File: src/rtl/alu_arbiter_pkg.sv
// alu_arbiter_pkg
// Shared types and constants for the ALU arbiter slice.
//   arb_state_t   : arbiter FSM states (IDLE, EXEC, RESP)
//   ALU_DATA_W    : default operand/result width
//   ALU_SEL_W     : default opcode width
//   OP_*          : named ALU opcodes, used by benches and drivers
package alu_arbiter_pkg;

  localparam int ALU_DATA_W = 8;
  localparam int ALU_SEL_W  = 4;

  typedef enum logic [1:0] {
    IDLE = 2'd0,
    EXEC = 2'd1,
    RESP = 2'd2
  } arb_state_t;

  localparam logic [ALU_SEL_W-1:0] OP_ADD  = 4'b0000;
  localparam logic [ALU_SEL_W-1:0] OP_SUB  = 4'b0001;
  localparam logic [ALU_SEL_W-1:0] OP_MUL  = 4'b0010;
  localparam logic [ALU_SEL_W-1:0] OP_DIV  = 4'b0011;
  localparam logic [ALU_SEL_W-1:0] OP_SHL  = 4'b0100;
  localparam logic [ALU_SEL_W-1:0] OP_SHR  = 4'b0101;
  localparam logic [ALU_SEL_W-1:0] OP_ROL  = 4'b0110;
  localparam logic [ALU_SEL_W-1:0] OP_ROR  = 4'b0111;
  localparam logic [ALU_SEL_W-1:0] OP_AND  = 4'b1000;
  localparam logic [ALU_SEL_W-1:0] OP_OR   = 4'b1001;
  localparam logic [ALU_SEL_W-1:0] OP_XOR  = 4'b1010;
  localparam logic [ALU_SEL_W-1:0] OP_NOR  = 4'b1011;
  localparam logic [ALU_SEL_W-1:0] OP_NAND = 4'b1100;
  localparam logic [ALU_SEL_W-1:0] OP_XNOR = 4'b1101;
  localparam logic [ALU_SEL_W-1:0] OP_GT   = 4'b1110;
  localparam logic [ALU_SEL_W-1:0] OP_EQ   = 4'b1111;

endpackage

File: src/rtl/alu_arbiter_rr.sv
// rr_arbiter
// Purely combinational N-way round-robin pick.
//   req   : request vector
//   ptr   : index of the last winner; search starts at ptr+1 and wraps
//   grant : one-hot winner (zero when no request)
//   idx   : binary index of the winner
//   any   : at least one request present
module rr_arbiter #(
  parameter int N  = 2,
  parameter int IW = (N > 1) ? $clog2(N) : 1
) (
  input  logic [N-1:0]  req,
  input  logic [IW-1:0] ptr,
  output logic [N-1:0]  grant,
  output logic [IW-1:0] idx,
  output logic          any
);

  // Index ptr+k folded back into 0..N-1 (works for non-power-of-two N).
  function automatic logic [IW-1:0] wrap_idx(input logic [IW-1:0] p, input int k);
    int c;
    c = int'(p) + k;
    if (c >= N) c = c - N;
    return IW'(c);
  endfunction

  always_comb begin
    idx = '0;
    any = 1'b0;
    // Walk from the farthest candidate to the nearest so the closest
    // requester after ptr is the last (winning) write.
    for (int k = N; k >= 1; k--) begin
      if (req[wrap_idx(ptr, k)]) begin
        idx = wrap_idx(ptr, k);
        any = 1'b1;
      end
    end
    grant = any ? (N'(1) << idx) : '0;
  end

endmodule

File: src/rtl/alu_arbiter.sv
// alu_arbiter
// Shares one combinational ALU among N_REQ requesters. A round-robin pick
// in IDLE registers the winner's operands onto the ALU, one EXEC cycle lets
// the ALU settle, and the captured result is held in RESP until the owner
// accepts it.
// Ports:
//   clk, rst                      : clock, synchronous active-high reset
//   req_valid/req_ready           : request handshake (req_ready one-hot)
//   req_a/req_b/req_sel           : packed per-requester operands/opcode
//   rsp_valid/rsp_ready/rsp_data  : response handshake, shared data bus
//   alu_a/alu_b/alu_sel/alu_out   : connection to the external ALU
//   busy                          : FSM not in IDLE
//   op_count                      : per-requester completed-op counters,
//                                   present only with ALU_ARBITER_STATS_EN
module alu_arbiter
  import alu_arbiter_pkg::*;
#(
  parameter int DATA_W = ALU_DATA_W,
  parameter int SEL_W  = ALU_SEL_W,
  parameter int N_REQ  = 2
) (
  input  logic                    clk,
  input  logic                    rst,
  input  logic [N_REQ-1:0]        req_valid,
  output logic [N_REQ-1:0]        req_ready,
  input  logic [N_REQ*DATA_W-1:0] req_a,
  input  logic [N_REQ*DATA_W-1:0] req_b,
  input  logic [N_REQ*SEL_W-1:0]  req_sel,
  output logic [N_REQ-1:0]        rsp_valid,
  input  logic [N_REQ-1:0]        rsp_ready,
  output logic [DATA_W-1:0]       rsp_data,
  output logic [DATA_W-1:0]       alu_a,
  output logic [DATA_W-1:0]       alu_b,
  output logic [SEL_W-1:0]        alu_sel,
  input  logic [DATA_W-1:0]       alu_out,
  output logic                    busy
`ifdef ALU_ARBITER_STATS_EN
  ,
  output logic [N_REQ*16-1:0]     op_count
`endif
);

  localparam int IW = (N_REQ > 1) ? $clog2(N_REQ) : 1;
  localparam logic [IW-1:0] PTR_RST = IW'(N_REQ - 1);

  arb_state_t        state_reg, state_next;
  logic [IW-1:0]     ptr_reg, owner_reg;
  logic [DATA_W-1:0] alu_a_reg, alu_b_reg, rsp_data_reg;
  logic [SEL_W-1:0]  alu_sel_reg;

  logic [DATA_W-1:0] a_arr   [N_REQ];
  logic [DATA_W-1:0] b_arr   [N_REQ];
  logic [SEL_W-1:0]  sel_arr [N_REQ];

  for (genvar gi = 0; gi < N_REQ; gi++) begin : g_unpack
    assign a_arr[gi]   = req_a[gi*DATA_W +: DATA_W];
    assign b_arr[gi]   = req_b[gi*DATA_W +: DATA_W];
    assign sel_arr[gi] = req_sel[gi*SEL_W +: SEL_W];
  end

  logic [N_REQ-1:0] pick_grant;
  logic [IW-1:0]    pick_idx;
  logic             pick_any;

  rr_arbiter #(.N(N_REQ), .IW(IW)) u_rr (
    .req   (req_valid),
    .ptr   (ptr_reg),
    .grant (pick_grant),
    .idx   (pick_idx),
    .any   (pick_any)
  );

  logic accept, rsp_fire;

  // Handshake outputs are masked during reset so no grant or response is
  // ever offered in a cycle whose edge discards it.
  always_comb begin
    state_next = state_reg;
    req_ready  = '0;
    rsp_valid  = '0;
    accept     = 1'b0;
    rsp_fire   = 1'b0;
    case (state_reg)
      IDLE: begin
        if (pick_any && !rst) begin
          req_ready  = pick_grant;
          accept     = 1'b1;
          state_next = EXEC;
        end
      end
      EXEC: state_next = RESP;
      RESP: begin
        if (!rst) begin
          rsp_valid = N_REQ'(1) << owner_reg;
          if (rsp_ready[owner_reg]) begin
            rsp_fire   = 1'b1;
            state_next = IDLE;
          end
        end
      end
      default: state_next = IDLE;
    endcase
  end

  always_ff @(posedge clk) begin
    if (rst) begin
      state_reg    <= IDLE;
      ptr_reg      <= PTR_RST;
      owner_reg    <= '0;
      alu_a_reg    <= '0;
      alu_b_reg    <= '0;
      alu_sel_reg  <= '0;
      rsp_data_reg <= '0;
    end else begin
      state_reg <= state_next;
      if (accept) begin
        alu_a_reg   <= a_arr[pick_idx];
        alu_b_reg   <= b_arr[pick_idx];
        alu_sel_reg <= sel_arr[pick_idx];
        owner_reg   <= pick_idx;
        ptr_reg     <= pick_idx;
      end
      // ALU inputs have been stable for a full cycle by the end of EXEC.
      if (state_reg == EXEC) rsp_data_reg <= alu_out;
    end
  end

  assign alu_a    = alu_a_reg;
  assign alu_b    = alu_b_reg;
  assign alu_sel  = alu_sel_reg;
  assign rsp_data = rsp_data_reg;
  assign busy     = (state_reg != IDLE);

`ifdef ALU_ARBITER_STATS_EN
  logic [N_REQ*16-1:0] op_count_reg;

  always_ff @(posedge clk) begin
    if (rst) begin
      op_count_reg <= '0;
    end else if (rsp_fire) begin
      for (int i = 0; i < N_REQ; i++) begin
        if (rsp_valid[i] && rsp_ready[i] && (op_count_reg[i*16 +: 16] != 16'hFFFF))
          op_count_reg[i*16 +: 16] <= op_count_reg[i*16 +: 16] + 16'd1;
      end
    end
  end

  assign op_count = op_count_reg;
`endif

endmodule

File: config.mk
export PLATFORM = sky130hd
export DESIGN_NAME = alu_arbiter
export DESIGN_NICKNAME = d
export VERILOG_FILES = /design/src/rtl/alu_arbiter_pkg.sv /design/src/rtl/alu_arbiter_rr.sv /design/src/rtl/alu_arbiter.sv
export SDC_FILE = /design/constraint.sdc
export NUM_CORES = 1
export LEC_CHECK = 0
export ABC_AREA = 0
export CORE_ASPECT_RATIO = 0.6
export CORE_UTILIZATION = 37
export CTS_BUF_LIST = sky130_fd_sc_hd__clkbuf_16
export DETAILED_ROUTE_END_ITERATION = 16
export HOLD_SLACK_MARGIN = 0.08
export PLACE_DENSITY_LB_ADDON = 0.15
export SLEW_MARGIN = 5
export SYNTH_ARGS = -nofsm -noshare
export SYNTH_HDL_FRONTEND = slang
export SYNTH_HIERARCHICAL = 1
export SYNTH_SLANG_ARGS = --single-unit
File: constraint.sdc
create_clock -name clk -period 1.93 [get_ports clk]
set_input_delay 0.386 -clock clk [delete_from_list [all_inputs] [get_ports clk]]
set_output_delay 0.386 -clock clk [all_outputs]
set_load 0.01 [all_outputs]
==> flow_summary.yaml <==
layout:
  core_utilization_of_the_finished_layout_pct: 66.91
  final_common_cell: "sky130_fd_sc_hd__clkdlybuf4s50_1"
  drive_above_1_share_pct: 14.29
  multi_input_gate_area_in_the_final_layout_um2: 753.2
  fillers: 308
  mostFrequentLayoutCells: "sky130_fd_sc_hd__clkdlybuf4s50_1 (81), sky130_fd_sc_hd__dfxtp_1 (31), sky130_fd_sc_hd__mux2i_1 (21), sky130_fd_sc_hd__nor2_1 (21), sky130_fd_sc_hd__nand2_1 (17)"
  diodes: 0
  layout.area.seq_um2: 641.9
  nets: 292
  area_growth_pct: 70.53
drt:
  drt_first_iter_violations: 57
  drc_errors: 0
  detail_route.wl_per_cell_um: 13.04
  vias: 1377
  routed_wl_um: 3717
  top_layer: "met4"
  met2WireLength_um: 1814
  met1Wirelength_um: 1660
  antenna_violating_nets_post_route: 0
  viasPerCell: 4.832
  detail_route_met3_wl_um: 235
  detailed_routing_iteration_count_for_the_pre_antenna_repair_pass: 4
timing:
  timing.final.ws_setup_ns: 0.07537
  setup_viol_count_final: 0
  drv_slew: 0
  fin_setup_tns_ns: 0
  max_freq_mhz: 539.2
  finalCritPeriodShare_pct: 96.09
  hold_ws_ns: 0.4541
  timing.slew.headroom_pct: 63.88
  final.min_clock_period_ns: 1.855
  unrepaired_setup_endpoints_after_global_routing: "no"
  finalHoldViolations: 0
  worst_clock_skew_ns: 0.002572
  timing_worst_slew_pin_value_ns: 0.5406
job:
  maximum_capacitance_violations: 0
worst_setup_path:
  max_stage_delay_ns: 0.48
  cp_slowest_cell: "sky130_fd_sc_hd__clkdlybuf4s50_1"
  required_time_of_the_critical_path_ns: 1.54
  critPathTopFamily: "buffers and inverters"
  critical_path_peak_fanout: 3
  worst-path-buf-inv: 2
  worst-setup-path-type: "input port to output port"
  cp-start-kind: "input port"
  crit_chain: "clkdlybuf4s50_1 -> or2_1 -> nor4b_4 -> and2_1 -> buf_2"
  kind_of_end_point_of_the_critical_path: "output port"
  cp.arrival_ns: 1.47
floorplan:
  starting_density_of_the_core_pct: 39.24
  fp.dieW_um: 83.35
  ioPinCount: 87
  dieArea_um2: 4234
  num_rows: 17
  core_area_um2: 3744
  floorplan.die.height_um: 50.81
grt:
  grt_max_degree: 45
  overflow: 0
  global_route.usage.total_pct: 18.34
  vias_in_the_first_global_route: 1278
  grt_pass1_wl_um: 5989
  grt_antenna_before_repair: 0
yosys:
  ys_types: 25
  synth_edf_count: 0
  synth_fp_nets: 204
  synth.yosys.seq_area_share_pct: 43.61
  synth_async_sr_flop_share_pct: 0
  postSynthAreaPerCell_um2: 9.793
  netlist_instances: 150
  post_synth_instance_area_um2: 1469
  synth.ff_latch_count: 32
  synthesis.yosys.warnings: 6
  postSynth.topFlopCell: "sky130_fd_sc_hd__dfxtp_1"
clocking:
  cts_made_buffers: 5
  cts.clk_slew.worst_paths_ns: 0.05
  htreeDepth: 2
  cts-root-buf: "sky130_fd_sc_hd__clkbuf_16"
  cts.sinks: 32
  clock_latency_at_the_later_pin_of_the_worst_skew_pair_ns: 0.27
  tritoncts: "done"
  hold_buffers: 0
  cts_max_path_buffers: 2
power:
  cellLeakagePower_nw: 0.9556
  power.ir.vdd_worst_v: 0.0004822
  power.density_cell_area_nw_per_um2: 785.5
worst_hold_path:
  hold_path_class: "flop to flop"
placement:
  count_of_buffers_inserted_at_the_top_level_ports: 86
  hpwl_um: 2781
  place.gp.congestion: 0.7345
  dp_slack_ns: -0.3523
status:
  status: "finished, final reports clean"
==> per-layer routing <==
layer	vias up	GRT usage (%)
li1	694	-
met3	2	7.237
met4	0	4.310
met2	42	31.01
met1	639	22.12
met5	-	0
==> stage by stage <==
step | instance area [um^2] | power, mW | std cells
floorplan | 1469 | 1.017 | 150
global placement | 2370 | 1.259 | 277
detailed placement | 2370 | 1.275 | 277
CTS | 2505 | 1.990 | 285
global route | 2505 | 2.075 | 285
finish | 2505 | 1.968 | 285
==> layout make-up <==
cell class,count,share of cell area [%]
inverter,1,0.1499
clock inverter,2,0.2997
clock buffer,5,4.995
timing repair buffer,94,36.51
multi-input combinational,104,30.07
tap,47,2.348
sequential,32,25.62
==> tightest hold or removal path, stage by stage, from the launching register on <==
cell                      delay, ns
sky130_fd_sc_hd__dfxtp_1       0.30
sky130_fd_sc_hd__nand2_1       0.05
sky130_fd_sc_hd__a21oi_1       0.05
==> logic make-up (layout without fill, tap and decap cells) <==
kind of cell	count (synthesis)	count (layout)	synth area share, %
simple gates	49	49	16.10
compound gates	34	34	20.61
flops	32	32	43.61
mux	21	21	14.31
buf+inv	14	102	5.365
==> path summary, 6_finish.rpt <==
check,end,start,cells past startpoint,slack (ns)
hold reg to reg,rsp_data[1]$_SDFFE_PP0N_,rsp_data[1]$_SDFFE_PP0N_,2,0.45
setup / recovery,req_ready[0],req_valid[1],5,0.08
hold / removal,rsp_data[1]$_SDFFE_PP0N_,rsp_data[1]$_SDFFE_PP0N_,2,0.45
setup reg to reg,alu_b[0]$_SDFFE_PP0P_,state_reg[0]$_SDFFE_PP0P_,5,0.37
==> synthesized netlist by cell type, types with 2 or more instances <==
| cell type | count | share of area [%] |
|---|---|---|
| sky130_fd_sc_hd__buf_4 | 2 | 1.0 |
| sky130_fd_sc_hd__and2_1 | 2 | 0.85 |
| sky130_fd_sc_hd__a21boi_0 | 2 | 1.0 |
| sky130_fd_sc_hd__a21oi_1 | 10 | 3.4 |
| sky130_fd_sc_hd__clkbuf_1 | 5 | 1.3 |
| sky130_fd_sc_hd__buf_2 | 3 | 1.0 |
| sky130_fd_sc_hd__nand2_1 | 17 | 4.3 |
| sky130_fd_sc_hd__a211oi_1 | 5 | 2.6 |
| sky130_fd_sc_hd__mux2i_1 | 21 | 14 |
| sky130_fd_sc_hd__buf_6 | 2 | 1.5 |
| sky130_fd_sc_hd__nor2_1 | 21 | 5.4 |
| sky130_fd_sc_hd__dfxtp_1 | 32 | 44 |
| sky130_fd_sc_hd__a211oi_2 | 15 | 13 |
| sky130_fd_sc_hd__nand2b_1 | 2 | 0.85 |
==> power breakdown <==
group	total, mW	leakage [nW]	switching (mW)	internal [mW]
Clock	0.706	0.0648	0.246	0.460
Combinational	0.497	0.627	0.206	0.292
Sequential	0.765	0.264	0.0405	0.724
Total	1.97	0.956	0.492	1.48
==> what timing repair did <==
item,4_1_cts,5_1_grt
hold endpoints to repair,0,0
endpoints found under the setup margin,4,23
buffers inserted,1,1
gates resized for setup,10,3
pin swaps,2,1
No activity file was read; power rests on OpenSTA's default activity.
